**src/rtl/fifo_wr_ctrl.sv**
```systemverilog
// Write-side controller of an async FIFO: binary/Gray write pointer,
// full / almost-full / level from the synchronized read pointer, sticky overflow.
module fifo_wr_ctrl #(
    parameter int ADDR_WIDTH     = 3,
    parameter int ALMOST_FULL_TH = 6
) (
    input  logic                  CLK,
    input  logic                  RST,
    input  logic                  W_INC,
    input  logic [ADDR_WIDTH:0]   WQ2_RPTR,
    input  logic                  OVF_CLR,
    output logic                  W_EN,
    output logic [ADDR_WIDTH-1:0] W_ADDR,
    output logic [ADDR_WIDTH:0]   WPTR_GRAY,
    output logic                  W_FULL,
    output logic                  W_ALMOST_FULL,
    output logic [ADDR_WIDTH:0]   W_LEVEL,
    output logic                  W_OVERFLOW
);

    localparam logic [ADDR_WIDTH:0] AF_TH = (ADDR_WIDTH+1)'(ALMOST_FULL_TH);

    logic [ADDR_WIDTH:0] wbin_q, wbin_d;
    logic [ADDR_WIDTH:0] gray_q, gray_d;
    logic [ADDR_WIDTH:0] level_q, level_d;
    logic [ADDR_WIDTH:0] rbin;
    logic [ADDR_WIDTH:0] full_cmp;
    logic                full_q, full_d;
    logic                af_q, af_d;
    logic                ovf_q, ovf_d;
    logic                accept;

    assign accept = W_INC & ~full_q & ~RST;

    always_comb begin
        rbin = '0;
        for (int i = 0; i <= ADDR_WIDTH; i++) begin
            rbin[i] = ^(WQ2_RPTR >> i);
        end
    end

    // Full when our next Gray pointer equals the read pointer with its two MSBs flipped.
    assign full_cmp = {~WQ2_RPTR[ADDR_WIDTH:ADDR_WIDTH-1],
                       WQ2_RPTR[ADDR_WIDTH-2:0]};

    always_comb begin
        wbin_d  = wbin_q + {{ADDR_WIDTH{1'b0}}, accept};
        gray_d  = wbin_d ^ (wbin_d >> 1);
        full_d  = (gray_d == full_cmp);
        level_d = wbin_d - rbin;
        af_d    = (level_d >= AF_TH);
        ovf_d   = ovf_q;
        if (OVF_CLR) ovf_d = 1'b0;
        if (W_INC && full_q) ovf_d = 1'b1;
    end

    always_ff @(posedge CLK) begin
        if (RST) begin
            wbin_q  <= '0;
            gray_q  <= '0;
            full_q  <= 1'b0;
            af_q    <= 1'b0;
            level_q <= '0;
            ovf_q   <= 1'b0;
        end else begin
            wbin_q  <= wbin_d;
            gray_q  <= gray_d;
            full_q  <= full_d;
            af_q    <= af_d;
            level_q <= level_d;
            ovf_q   <= ovf_d;
        end
    end

    assign W_EN          = accept;
    assign W_ADDR        = wbin_q[ADDR_WIDTH-1:0];
    assign WPTR_GRAY     = gray_q;
    assign W_FULL        = full_q;
    assign W_ALMOST_FULL = af_q;
    assign W_LEVEL       = level_q;
    assign W_OVERFLOW    = ovf_q;

endmodule
```
**config.mk**
```make
export PLATFORM = sky130hd
export DESIGN_NAME = fifo_wr_ctrl
export DESIGN_NICKNAME = d
export VERILOG_FILES = /design/src/rtl/fifo_wr_ctrl.sv
export SDC_FILE = /design/constraint.sdc
export NUM_CORES = 1
export LEC_CHECK = 0
export CAP_MARGIN = 20
export CORE_MARGIN = 2
export CORE_UTILIZATION = 42
export CTS_CLUSTER_DIAMETER = 50
export DETAILED_ROUTE_END_ITERATION = 10
export PLACE_DENSITY = 0.75
export SLEW_MARGIN = 25
export SYNTH_ARGS = -nofsm -noshare
export SYNTH_HDL_FRONTEND = slang
export SYNTH_SLANG_ARGS = --single-unit
```
**constraint.sdc**
```tcl
create_clock -name CLK -period 2.9 [get_ports CLK]
set_input_delay 0.435 -clock CLK [delete_from_list [all_inputs] [get_ports CLK]]
set_output_delay 0.435 -clock CLK [all_outputs]
set_load 0.05 [all_outputs]
```
==> impl_metrics.yaml, run 1 <==
status:
  status: "completed"
sta:
  fin_skew_ps: 4.68
  slew_viol_final: 0
  finalHoldViolCount: 0
  tns_ps: 0
  maxSlewHeadroom_pct: 66.1
  setup_violations: 0
  period_share_pct: 87.5
  clock.fmax_mhz: 394
  tightest_slew_ps: 507
  fin_hold_ws_ps: 473
  rsz0062_at_grt: "no"
  fin_crit_ps: 2540
worst_setup_path:
  reg2reg_to: "W_ALMOST_FULL"
  path_class: "in -> reg"
  rrSetupSlack_ps: 720
  crit_arrival_ps: 2740
  cp.required_ps: 3100
  r2r_cells: 8
  worstReg2RegStart: "W_FULL"
  setup.worst_path.start_class: "input pin"
  cp-startpoint: "WQ2_RPTR[3]"
  endpoint: "W_ALMOST_FULL"
  crit_path_end_kind: "register"
  cp_max_fo: 4
final_layout:
  final_util_pct: 64.5
  final_layout_size_suffix_gt1_share_pct: 14.8
  nFillCells: 121
  fin_area_um2: 948
  fin_cells: 104
  multiInputGateArea_um2: 368
  finalNetCount: 103
  antennaDiodeCount: 0
  syn_to_final_growth_pct: 45.5
  ff_latch_area_um2: 280
place:
  placed_area_um2: 912
  gp_congestion: 0.749
  placed_cells: 100
  io_buffers: 22
  dp_hpwl_mm: 1.02
global_routing:
  grt_pass1_wl_mm: 2.06
  grtUsageTotal_pct: 15.1
  grt_max_degree: 15
  grt_overflow: 0
  grt_pass1_vias: 504
  antenna_found_initial: 0
synthesis:
  synthCells: 61
  synth-seq-cells: 14
  seq_area_frac_synth_pct: 43.0
  yosys_warnings: 0
  syn_area_um2: 652
  synth_cell_types: 20
  postSynthAreaPerCell_um2: 10.7
  synth_nets: 75
cts:
  cts_tree: "done"
  clkSlewWorstSetupHoldPaths_ps: 80
  cts_resized: 0
  post_cts_buffers: 0
  postCtsHoldBufs: 0
  clockRootBuffer: "clkbuf_4"
  clockBufferDepth: 2
  numCtsBuffers: 3
  htreeDepth: 1
  clock-sinks: 14
  clock_latency_ps: 270
route:
  wl_mm: 1.25
  drc: 0
  vias: 488
  ant_nets: 0
  via_per_inst: 4.69
  drt-initial-drc-count: 8
  wl_per_cell_um: 12.0
  dr.pass1.iters: 4
floorplanning:
  rows: 14
  die_h_um: 43.4
  coreArea_mm2: 0.00147
  ios: 23
  start_util_pct: 44.3
  dieArea_mm2: 0.00188
  dieWidth_um: 43.4
pwr:
  power_density_mw_per_mm2: 587
  p_leak_nw: 0.394
  ir_worst_vdd_mv: 0.330
run:
  cap_violations: 0
hold_path:
  min_path_type: "reg -> reg"
## layout by cell type, fill, tap and decap left out, types with 3 or more instances in the layout
cell type / count
dfxtp_1: 14
buf_4: 3
clkbuf_4: 3
a21oi_1: 3
nor2_1: 9
xor2_1: 3
ha_1: 5
inv_1: 3
xnor2_1: 7
clkdlybuf4s50_1: 21
## power breakdown
group / total, W / switching [W] / internal (W)
registers: 0.000217 / 0.00000549 / 0.000211
clock network: 0.000136 / 0.0000596 / 0.0000762
logic: 0.000204 / 0.000124 / 0.0000799
total: 0.000556 / 0.000189 / 0.000367
## registers in the layout (all words and copies together), names as in the netlist
register	flops
W_OVERFLOW	1
W_FULL	1
W_LEVEL	4
W_ALMOST_FULL	1
wbin_q	4
WPTR_GRAY	3
## worst max-delay path, cell delays in order
cell	delay (ps)
clkdlybuf4s50_1	490
xnor2_1	310
xor2_1	320
xnor2_1	110
ha_1	220
fa_1	390
xnor2_1	240
nand2b_1	90
a21oi_1	130
## synth_stat cells (all sizes together)
cell | number | area, um2
dfxtp | 14 | 280
nor2 | 9 | 33.8
xnor2 | 7 | 61.3
ha | 5 | 62.6
xor2 | 5 | 58.8
a21oi | 3 | 15.0
inv | 3 | 11.3
nand2 | 2 | 7.51
nand2b | 2 | 12.5
nand3 | 2 | 15.0
nor2b | 2 | 12.5
a2111oi | 1 | 15.0
clkbuf | 1 | 3.75
fa | 1 | 20.0
nor3b | 1 | 7.51
o21ai | 1 | 5.00
or3 | 1 | 6.26
xnor3 | 1 | 23.8
## area by class of cell
class | count | area share (%)
Sequential cell | 14 | 29.6
Clock buffer | 4 | 3.83
Multi-Input combinational cell | 43 | 38.8
Inverter | 3 | 1.19
Timing Repair Buffer | 24 | 24.5
Tap cell | 16 | 2.11
## worst min-delay path by stage
| stage | to | slack [ps] | startpoint | cells after the start |
|---|---|---|---|---|
| CTS | W_OVERFLOW | 480 | W_OVERFLOW | 2 |
| global placement | W_OVERFLOW | 460 | W_OVERFLOW | 2 |
| finish | W_OVERFLOW | 470 | W_OVERFLOW | 2 |
| global route | W_OVERFLOW | 500 | W_OVERFLOW | 2 |
| floorplan | W_OVERFLOW | 500 | RST | 1 |
| detailed placement | W_OVERFLOW | 470 | W_OVERFLOW | 2 |
## metrics by stage
step / setup WS, ps / total power [W]
floorplan: 187 / 0.000360
global placement: 202 / 0.000423
detailed placement: 128 / 0.000427
CTS: 341 / 0.000563
global route: 214 / 0.000585
finish: 363 / 0.000556
## routing by layer
| layer | vias to the layer above | routed length [um] | track usage, % |
|---|---|---|---|
| met1 | 222 | 481 | 16.3 |
| met4 | 0 | 22 | 9.70 |
| met3 | 2 | 79 | 4.58 |
| li1 | 250 | - | - |
| met2 | 14 | 667 | 25.7 |
| met5 | - | 0 | 0 |
## kinds of logic (layout without fill, tap and decap cells)
kind of cell               Yosys count  after routing  synth area share, %
AOI/OAI and AO/OA                    5              5                 5.37
xor gates and xnor gates            13             13                 22.1
adders and majority gates            6              6                 12.7
buffers and inverters                4             31                 2.30
DFF                                 14             14                 43.0
and+or+nand+nor                     19             19                 14.6
Power figures use the tool's default switching activity.
==> run 2: changes to the inputs <==
- CORE_MARGIN: 2 -> 3
==> run 2 against run 1 <==
Against the previous run: global-route usage up 0.15 points; critical path depth up 1; critical endpoint unchanged; utilization up 4.1 points; wire length up 2.8%; non-clock buffer count unchanged; maximum frequency up 2.1%; clock power about the same; worst hold slack better by 5.3 ps; clock skew down 1.5 ps; worst setup slack better by 51 ps.
==> impl_metrics.yaml, run 2 (synthesis gave the netlist of run 1 again) <==
final_layout:
  ff_latch_area_um2: 280
  fin_area_um2: 947
  syn_to_final_growth_pct: 45.3
  fin_cells: 103
  nFillCells: 106
  layout_common_cells: "21 x clkdlybuf4s50_1, 14 x dfxtp_1, 9 x nor2_1"
  multiInputGateArea_um2: 368
  finalNetCount: 103
  final_layout_size_suffix_gt1_share_pct: 14.8
  antennaDiodeCount: 0
  final_common_cell: "clkdlybuf4s50_1"
route:
  ant_nets: 0
  drt-initial-drc-count: 5
  wl_mm: 1.29
  vias: 487
  drc: 0
  wl_per_cell_um: 12.5
  dr.pass1.iters: 3
  via_per_inst: 4.73
floorplanning:
  start_util_pct: 47.1
  ios: 23
  rows: 13
  die_h_um: 45.4
  dieArea_mm2: 0.00206
  coreArea_mm2: 0.00138
  dieWidth_um: 45.4
sta:
  maxSlewHeadroom_pct: 66.4
  fin_crit_ps: 2490
  tns_ps: 0
  rsz0062_at_grt: "no"
  tightest_slew_ps: 503
  clock.fmax_mhz: 402
  fin_hold_ws_ps: 479
  finalHoldViolCount: 0
  slew_viol_final: 0
  setup_violations: 0
  fin_skew_ps: 3.16
  period_share_pct: 85.7
hold_path:
  min_path_type: "reg -> reg"
worst_setup_path:
  crit_path_end_kind: "register"
  cp_cell_sequence: "clkdlybuf4s50_1 > nor3b_4 > ha_1 > ha_1 > xor2_2 > ha_1 > nand2_1 > o21ai_0 > xnor3_2 > a21oi_1"
  path_class: "in -> reg"
  cp.required_ps: 3110
  setup.worst_path.start_class: "input pin"
  crit_top_cell: "ha_1"
  cpMaxStageDelayCell: "clkdlybuf4s50_1"
  max_stage_delay_ps: 430
  cp_max_fo: 3
  crit_arrival_ps: 2690
global_routing:
  grt_util_met2_pct: 25.1
  grt_use_met1_pct: 18.5
  grt_overflow: 0
  top_usage_layer: "met2"
  grt_pass1_wl_mm: 2.20
  grt_pass1_vias: 509
  antenna_found_initial: 0
  grt_max_degree: 15
  grtUsageTotal_pct: 15.3
  grtUsageMet3_pct: 2.77
cts:
  numCtsBuffers: 3
  post_cts_buffers: 0
  postCtsHoldBufs: 0
  clockRootBuffer: "clkbuf_4"
  cts_resized: 0
  clkSlewWorstSetupHoldPaths_ps: 90
  clock_latency_ps: 270
  htreeDepth: 1
  clock-sinks: 14
  clockBufferDepth: 2
  cts_tree: "done"
place:
  io_buffers: 22
  placed_area_um2: 911
  dp_hpwl_mm: 1.05
  gp_congestion: 0.778
  placed_cells: 99
pwr:
  p_leak_nw: 0.394
  ir_worst_vdd_mv: 0.370
  power_density_mw_per_mm2: 590
run:
  cap_violations: 0
status:
  status: "completed"
-- run 2: cell counts in the layout (fill, tap and decap cells not counted) --
No cell type changed its count.
-- run 2: layout make-up --
type | instances | area share [%]
repair buffers | 24 | 24.6
flip-flops and latches | 14 | 29.6
clock buffers | 4 | 3.83
multi-input cells | 43 | 38.8
inverters | 3 | 1.19
well taps | 15 | 1.98
-- run 2: path summary, 6_finish.rpt --
check	endpoint	cells after the start	slack (ps)	start
hold / removal	W_OVERFLOW	2	480	W_OVERFLOW
setup / recovery	W_ALMOST_FULL	10	410	W_INC
setup reg to reg	W_ALMOST_FULL	9	710	W_FULL
hold reg to reg	W_OVERFLOW	2	480	W_OVERFLOW
-- run 2: worst max-delay path: cells and delay by family --
family / cells / cell delay [ps]
simple gates: 2 / 220
buf+inv: 1 / 430
xor+xnor: 2 / 480
fa+ha+maj: 3 / 810
compound gates: 2 / 320
-- run 2: per-layer routing --
metal | routed length [um] | vias up
met4 | 29 | 0
met3 | 62 | 4
met5 | 0 | -
met2 | 660 | 14
li1 | - | 249
met1 | 533 | 220
-- run 2: metrics by stage --
stage | power [W] | setup WS, ps | util [%]
after global placement | 0.000422 | 176 | 65.9
after global routing | 0.000591 | 209 | 68.5
final | 0.000559 | 414 | 68.5
after CTS | 0.000565 | 423 | 68.5
after detailed placement | 0.000427 | 128 | 65.9
after floorplan | 0.000360 | 187 | -
-- run 2: power breakdown --
part	switching [W]	total, W	internal (W)
clock	0.0000626	0.000139	0.0000763
sequential	0.00000613	0.000217	0.000211
combinational	0.000123	0.000203	0.0000796
==> run 3: changes to the inputs <==
- CORE_UTILIZATION: 42 -> 45
- CTS_BUF_LIST: not set -> sky130_fd_sc_hd__clkbuf_4 sky130_fd_sc_hd__clkbuf_8
- GPL_ROUTABILITY_DRIVEN: not set -> 0
- PLACE_DENSITY: 0.75 -> 0.8
==> run 3 against run 2 <==
Against the previous run: clock skew shrank 1.1 ps; largest cell class unchanged; critical path depth shrank 1; clock-buffer cell count is the same; first-iteration DRC count grew 20%; critical endpoint unchanged; critical path type unchanged; flip-flop and latch count is the same; register-to-register slack gained 20 ps; non-clock buffer count is the same.
==> impl_metrics.yaml, run 3 (synthesis gave the netlist of run 1 again) <==
pwr:
  p_seq_share_pct: 39.0
  switchingPower_w: 0.000188
  total_power_w: 0.000556
  switching_share_pct: 33.9
  p_int_w: 0.000367
  power_density_mw_per_mm2: 587
  pwr-share-clk_pct: 24.5
  p_comb_share_pct: 36.5
  ir_worst_vdd_mv: 0.353
  p_leak_nw: 0.394
hold_path:
  min_path_type: "reg -> reg"
worst_setup_path:
  r2r_cells: 9
  worstReg2RegStart: "W_FULL"
  cp.required_ps: 3110
  reg2reg_to: "W_ALMOST_FULL"
  crit_path_end_kind: "register"
  cp_max_fo: 4
  crit_arrival_ps: 2700
  endpoint: "W_ALMOST_FULL"
  cp-startpoint: "WQ2_RPTR[3]"
  setup.worst_path.start_class: "input pin"
  rrSetupSlack_ps: 730
  path_class: "in -> reg"
place:
  placed_area_um2: 911
  dp_hpwl_mm: 1.03
  io_buffers: 22
floorplanning:
  dieWidth_um: 44.1
  die_h_um: 44.1
  rows: 13
  start_util_pct: 48.9
  dieArea_mm2: 0.00194
  coreArea_mm2: 0.00133
  ios: 23
cts:
  clkSlewWorstSetupHoldPaths_ps: 80
  postCtsHoldBufs: 0
  numCtsBuffers: 3
  clock_latency_ps: 270
  clockRootBuffer: "clkbuf_4"
  htreeDepth: 1
  post_cts_buffers: 0
  clockBufferDepth: 2
  cts_resized: 0
  cts_tree: "done"
  clock-sinks: 14
status:
  status: "completed"
sta:
  period_share_pct: 86.1
  maxSlewHeadroom_pct: 66.5
  tightest_slew_ps: 501
  setup_violations: 0
  tns_ps: 0
  rsz0062_at_grt: "no"
  finalHoldViolCount: 0
  clock.fmax_mhz: 400
  fin_skew_ps: 2.02
  fin_crit_ps: 2500
  slew_viol_final: 0
  fin_hold_ws_ps: 473
route:
  wl_mm: 1.24
  drt-initial-drc-count: 6
  drc: 0
  dr.pass1.iters: 4
  vias: 491
  ant_nets: 0
  via_per_inst: 4.77
  wl_per_cell_um: 12.0
global_routing:
  grt_overflow: 0
  grtUsageTotal_pct: 14.4
  antenna_found_initial: 0
  grt_pass1_vias: 466
  grt_pass1_wl_mm: 2.04
  grt_max_degree: 15
final_layout:
  final_layout_size_suffix_gt1_share_pct: 14.8
  final_common_cell: "clkdlybuf4s50_1"
  layout_common_cells: "21 x clkdlybuf4s50_1, 14 x dfxtp_1, 9 x nor2_1"
  finalNetCount: 103
  final_util_pct: 71.0
  syn_to_final_growth_pct: 45.3
  antennaDiodeCount: 0
  fin_area_um2: 947
run:
  cap_violations: 0
## run 3: cell counts in the layout (fill, tap and decap cells not counted)
No cell type changed its count.
## run 3: stage by stage
step | std cells | worst slack [ps]
3_5_place_dp | 99 | 123
4_1_cts | 103 | 398
6_report | 103 | 402
2_1_floorplan | 61 | 187
5_1_grt | 103 | 265
3_3_place_gp | 99 | 185
## run 3: final cells by class
cell class	instances	area, um2
Timing Repair Buffer	24	233
Sequential cell	14	280
Multi-Input combinational cell	43	368
Clock buffer	4	36.3
Inverter	3	11.3
Fill cell	102	387
Tap cell	15	18.8
## run 3: critical path: stages
cell and delay [ps]:
clkdlybuf4s50_1 490, xnor2_1 320, xor2_1 320, xnor2_1 110
ha_1 230, fa_1 390, xnor2_1 200, nand2b_1 80
a21oi_1 130
## run 3: power groups by stage
stage / logic [W] / clock network [W] / registers [W]
after floorplan: 0.0000703 / 0 / 0.000290
after global placement: 0.000200 / 0 / 0.000221
after detailed placement: 0.000204 / 0 / 0.000222
after CTS: 0.000205 / 0.000139 / 0.000217
after global routing: 0.000215 / 0.000149 / 0.000218
final: 0.000203 / 0.000136 / 0.000217
## run 3: worst min path at each step
stage	startpoint	to	slack [ps]	depth (start not counted)
detailed placement	W_OVERFLOW	W_OVERFLOW	470	2
CTS	W_OVERFLOW	W_OVERFLOW	480	2
finish	W_OVERFLOW	W_OVERFLOW	470	2
floorplan	RST	W_OVERFLOW	500	1
global route	W_OVERFLOW	W_OVERFLOW	500	2
global placement	W_OVERFLOW	W_OVERFLOW	460	2
## run 3: metal layers
| metal | wire length [um] | share of wire [%] | track usage, % | vias to the layer above |
|---|---|---|---|---|
| met5 | 0 | 0 | 0 | - |
| met3 | 66 | 5.3 | 2.85 | 2 |
| met2 | 664 | 54 | 24.4 | 11 |
| met1 | 489 | 40 | 17.9 | 231 |
| li1 | - | - | - | 247 |
| met4 | 15 | 1.2 | 5.42 | 0 |
